==> src/rtl/d_issue_ctrl.sv <==
// Decode-stage issue controller: per-register in-flight write scoreboard for RAW/WAW
// blocking, plus branch serialisation with a resolve timeout and a one-cycle flush.
module d_issue_ctrl #(
    parameter int CNT_W      = 2,
    parameter int BR_TIMEOUT = 15
) (
    input  logic        clock,
    input  logic        reset,
    input  logic        fd_valid,
    input  logic [4:0]  dec_read_sel1,
    input  logic [4:0]  dec_read_sel2,
    input  logic        dec_uses_rs1,
    input  logic        dec_uses_rs2,
    input  logic [4:0]  dec_write_sel,
    input  logic        dec_is_wb,
    input  logic        dec_is_branch,
    input  logic        a_ready,
    input  logic        w_regfile,
    input  logic [4:0]  sel_regfile,
    input  logic        br_resolve,
    input  logic        br_taken,
    output logic        d_issue,
    output logic        d_stall,
    output logic        d_flush,
    output logic [31:0] busy_mask,
    output logic [1:0]  ctrl_state,
    output logic        sb_err
);

    typedef enum logic [1:0] {
        RUN     = 2'b00,
        BR_WAIT = 2'b01,
        FLUSH   = 2'b10
    } state_t;

    localparam logic [CNT_W-1:0] CNT_MAX  = '1;
    localparam int               TMO_W    = $clog2(BR_TIMEOUT + 1);
    localparam logic [TMO_W-1:0] TMO_LOAD = TMO_W'(BR_TIMEOUT);

    state_t            state_q, state_d;
    logic [CNT_W-1:0]  cnt_q [32];
    logic [CNT_W-1:0]  cnt_d [32];
    logic [TMO_W-1:0]  tmo_q, tmo_d;
    logic              flush_q, flush_d;
    logic              err_q, err_d;

    logic              rs1_busy, rs2_busy, rd_full, hazard, retire_err;

    // No WB bypass: a register retiring this cycle still reads as busy.
    always_comb begin
        rs1_busy   = dec_uses_rs1 && (dec_read_sel1 != 5'd0) && (cnt_q[dec_read_sel1] != '0);
        rs2_busy   = dec_uses_rs2 && (dec_read_sel2 != 5'd0) && (cnt_q[dec_read_sel2] != '0);
        rd_full    = dec_is_wb && (dec_write_sel != 5'd0) && (cnt_q[dec_write_sel] == CNT_MAX);
        hazard     = rs1_busy || rs2_busy || rd_full;
        d_issue    = fd_valid && a_ready && (state_q == RUN) && !hazard;
        d_stall    = fd_valid && a_ready && !d_issue;
        retire_err = w_regfile && (sel_regfile != 5'd0) && (cnt_q[sel_regfile] == '0);
    end

    always_comb begin
        logic inc, dec;
        cnt_d[0] = '0;
        for (int r = 1; r < 32; r++) begin
            inc      = d_issue && dec_is_wb && (dec_write_sel == 5'(r));
            dec      = w_regfile && (sel_regfile == 5'(r)) && (cnt_q[r] != '0);
            cnt_d[r] = cnt_q[r];
            if (inc && !dec) begin
                cnt_d[r] = cnt_q[r] + CNT_W'(1);
            end else if (dec && !inc) begin
                cnt_d[r] = cnt_q[r] - CNT_W'(1);
            end
        end
    end

    // Branch timeout is a down-counter loaded on entry to BR_WAIT; terminal count is 1.
    always_comb begin
        state_d = state_q;
        tmo_d   = tmo_q;
        flush_d = 1'b0;
        err_d   = err_q || retire_err;
        case (state_q)
            RUN: begin
                if (br_resolve) begin
                    err_d = 1'b1;
                end
                if (d_issue && dec_is_branch) begin
                    state_d = BR_WAIT;
                    tmo_d   = TMO_LOAD;
                end
            end
            BR_WAIT: begin
                if (br_resolve) begin
                    if (br_taken) begin
                        state_d = FLUSH;
                        flush_d = 1'b1;
                    end else begin
                        state_d = RUN;
                    end
                end else if (tmo_q <= TMO_W'(1)) begin
                    err_d   = 1'b1;
                    state_d = RUN;
                    tmo_d   = '0;
                end else begin
                    tmo_d = tmo_q - TMO_W'(1);
                end
            end
            FLUSH: begin
                state_d = RUN;
            end
            default: begin
                state_d = RUN;
            end
        endcase
    end

    always_ff @(posedge clock or negedge reset) begin
        if (!reset) begin
            state_q <= RUN;
            tmo_q   <= '0;
            flush_q <= 1'b0;
            err_q   <= 1'b0;
            for (int r = 0; r < 32; r++) begin
                cnt_q[r] <= '0;
            end
        end else begin
            state_q <= state_d;
            tmo_q   <= tmo_d;
            flush_q <= flush_d;
            err_q   <= err_d;
            for (int r = 0; r < 32; r++) begin
                cnt_q[r] <= cnt_d[r];
            end
        end
    end

    always_comb begin
        busy_mask = '0;
        for (int r = 1; r < 32; r++) begin
            busy_mask[r] = (cnt_q[r] != '0);
        end
    end

    assign d_flush    = flush_q;
    assign ctrl_state = state_q;
    assign sb_err     = err_q;

endmodule

==> config.mk <==
export PLATFORM = sky130hd
export DESIGN_NAME = d_issue_ctrl
export DESIGN_NICKNAME = d
export VERILOG_FILES = /design/src/rtl/d_issue_ctrl.sv
export SDC_FILE = /design/constraint.sdc
export NUM_CORES = 1
export LEC_CHECK = 0
export CAP_MARGIN = 20
export CELL_PAD_IN_SITES_DETAIL_PLACEMENT = 0
export CELL_PAD_IN_SITES_GLOBAL_PLACEMENT = 1
export CORE_MARGIN = 1
export CORE_UTILIZATION = 43
export CTS_CLUSTER_DIAMETER = 200
export CTS_CLUSTER_SIZE = 28
export DETAILED_ROUTE_END_ITERATION = 8
export PLACE_DENSITY_LB_ADDON = 0.1
export SLEW_MARGIN = 40
export SYNTH_ARGS = -nofsm -noshare
export SYNTH_HDL_FRONTEND = slang
export SYNTH_SLANG_ARGS = --single-unit
export TNS_END_PERCENT = 5
==> constraint.sdc <==
create_clock -name clock -period 4.4 [get_ports clock]
set_clock_uncertainty 0.15 [all_clocks]
set_input_delay 0.66 -clock clock [delete_from_list [all_inputs] [get_ports clock]]
set_output_delay 0.66 -clock clock [all_outputs]
set_load 0.02 [all_outputs]
==> summary.md <==
| Metric | Value |
|---|---|
| Status | `finished clean` |
| Total Routing Usage GR | `between 20% and 30%` |
| Slew margin rel. | `between 50% and 60%` |
| Post-CTS Resized | `0` |
| Fin crit period | `between 4 and 5 ns` |
| Layout Nets | `between 700 and 800` |
| Max clock buf depth | `2` |
| Post-Route WL | `17.0 mm` |
| Wire length per cell | `approximately 20 um` |
| Critical Path Source Type | `primary input` |
| Initial Utilization | `44.6%` |
| Die area | `between 10000 and 15000 um2` |
| H-Tree Depth | `3` |
| Placed Area | `around 6400 um2` |
| Pin count of the biggest net entering global routing | `45` |
| FP Rows | `40` |
| Placeable Area | `12200 um2` |
| Warnings from Yosys | `0` |
| Chip width | `~110 um` |
| Design Area, Final | `between 6000 and 7000 um2` |
| Post-synthesis cell area | `5420 um2` |
| I/O Pins | `between 60 and 70` |
| Root Buffer | `clkbuf_16` |
| Static leakage | `between 3 and 4 nW` |
| Worst Path Max Fanout | `4` |
| Post-synthesis cell count | `593` |
| Seq cells post-synth | `70` |
| Post-synth EDFFs | `0` |
| Min-Delay Path Class | `in2async` |
| Synth top area cells | `dfrtp_1 (32%), xor2_1 (9.9%), mux4_2 (8.3%), ha_1 (7.6%), xnor2_1 (5.2%)` |
| Vias per cell | `5.65` |
| Worst skew pair latency | `0.34 ns` |
| Final Non-Filler Cells | `~850` |
| Gr ovfl total | `0` |
| Critical R2R Launch | `cnt_q[36]` |
| Max Freq | `~240 MHz` |
| Synth top area share | `about a third` |
| Cell Pwr Density | `between 600 and 700 nW/um2` |
| Period utilization | `between 90% and 100%` |
| First-pass GRT wire length | `between 20 and 30 mm` |
| Max-Cap Viols | `0` |
| Post-route DRC | `0` |
| Number of global-route vias before repair | `4823` |
| FF-to-FF path depth | `13` |
| Worst path required time | `about 3.6 ns` |
| Avg Inst Size Synth | `9.14 um2` |
| Final Hold Viols | `0` |
| Async SR Flop Fraction | `between 90% and 100%` |
| Setup tns final | `0 ns` |
| Post-synthesis sequential area ratio | `32.3%` |
| Final Setup Violations | `0` |
| CTS tree | `built` |
| Detailed router's first-iteration violation count | `between 200 and 300` |
| Postcts setup bufs | `0` |
| Layout cell share with drive strength beyond 1 | `around an eighth` |
| CTS sink cnt | `70` |
| Antenna-violating nets left | `0` |
| Diodes inserted | `0` |
| Crit Path Category | `in2out` |
| Top cells by count, synth | `nor2_1 (73), dfrtp_1 (70), xor2_1 (61)` |
| Area leader, netlist | `dfrtp_1` |
| Die Y | `around 110 um` |
| Most frequent cell after synthesis | `nor2_1` |
| Num CTS Buffers | `9` |
| Max Slew Vio Count | `0` |
| Reg2reg end | `cnt_q[25]` |
| Synth cell types | `56` |
| Final core utilization | `a little under three fifths` |
| Vias | `~4800` |
| Detailed placer's ending HPWL | `13.5 mm` |
| Port Buf Inserts | `between 60 and 70` |
| Gp weighted congestion | `0.951` |
| Cts-stage hold buffer count | `0` |
| Placed cells | `slightly above 800` |
| Initial antenna violation count | `0` |
| VDD IR max | `0.503 mV` |
| Pre-Repair DR Iteration Count | `5` |
| Layout area overhead | `23.9%` |
| Main synth FF type | `dfrtp_1` |
| Worst Tran Pin Value | `between 0.6 and 0.7 ns` |
| Net count after synthesis | `between 600 and 700` |
| Clk pin slew, worst setup/hold paths | `roughly 0.06 ns` |
| RSZ-0062 raised after global routing | `no` |
| CP Capture Type | `output pin` |
| Critical Path AT | `between 3 and 4 ns` |
| Worst reg-to-reg setup slack | `between 0.5 and 0.6 ns` |
[cells by family after synthesis]
| kind of cell | Yosys count | synth area share, % |
|---|---|---|
| AOI/OAI and AO/OA | 61 | 7.73 |
| and+or+nand+nor | 237 | 21.1 |
| xor gates and xnor gates | 93 | 15.0 |
| adders and majority gates | 33 | 7.62 |
| buffers and inverters | 63 | 4.94 |
| muxes | 35 | 11.2 |
| DFF | 70 | 32.3 |
| other | 1 | 0.0692 |
[registers in the layout, indices dropped and copies added (netlist names)]
| register | flops |
|---|---|
| cnt_q | 62 |
| d_flush | 1 |
| sb_err | 1 |
| ctrl_state | 2 |
| tmo_q | 4 |
[worst max path at each step]
stage | from | end | depth (start not counted)
6_report | dec_read_sel2[1] | d_issue | 9
5_1_grt | dec_read_sel2[1] | d_issue | 10
4_1_cts | dec_read_sel1[1] | d_stall | 7
3_5_place_dp | dec_read_sel2[1] | cnt_q[25] | 14
3_3_place_gp | dec_read_sel2[1] | cnt_q[25] | 14
2_1_floorplan | dec_read_sel1[1] | d_stall | 7
[per-layer routing]
metal,vias to the layer above,track usage (%),routed length (um)
li1,2244,-,-
met1,2332,38.0,7650
met5,-,0,0
met2,164,46.2,8090
met3,31,3.76,805
met4,0,11.4,493
[where the power goes]
part           switching (W)  internal [W]
Combinational        0.00119       0.00107
Clock               0.000289      0.000501
Sequential          0.000387      0.000932
Total                0.00187       0.00251
[layout make-up]
class	instances	area, um2
sequential	70	1750
clock buffer	14	284
multi-input combinational	460	3410
inverter	37	139
clock inverter	2	37.5
timing repair buffer	94	888
tap	168	210
fill	1123	5440
[worst max-delay path, cell delays in order]
cell and delay (ns):
clkdlybuf4s50_1 0.45, inv_2 0.15, mux4_2 0.51, mux2_4 0.28, a221oi_2 0.29, o221a_1 0.28
o21ai_2 0.10, inv_1 0.07, clkdlybuf4s50_1 0.59
[layout by cell type (no fill, tap or decap), types with 32 or more instances in the layout]
cell type,instances
clkdlybuf4s50_1,64
nor3_1,41
nor2_1,72
xnor2_1,32
xor2_1,61
inv_1,34
ha_1,33
nand3_1,45
dfrtp_1,70
nand2_1,35
[stage by stage]
stage | setup slack [ns] | hold WS [ns] | total power [W]
2_1_floorplan | 1.01 | 0.214 | 0.00263
3_3_place_gp | 0.0820 | 0.301 | 0.00354
3_5_place_dp | 0.0529 | 0.333 | 0.00357
4_1_cts | 0.0396 | 0.179 | 0.00438
5_1_grt | 0.0705 | 0.205 | 0.00463
6_report | 0.189 | 0.148 | 0.00437
(Power assumes the default switching activity.)
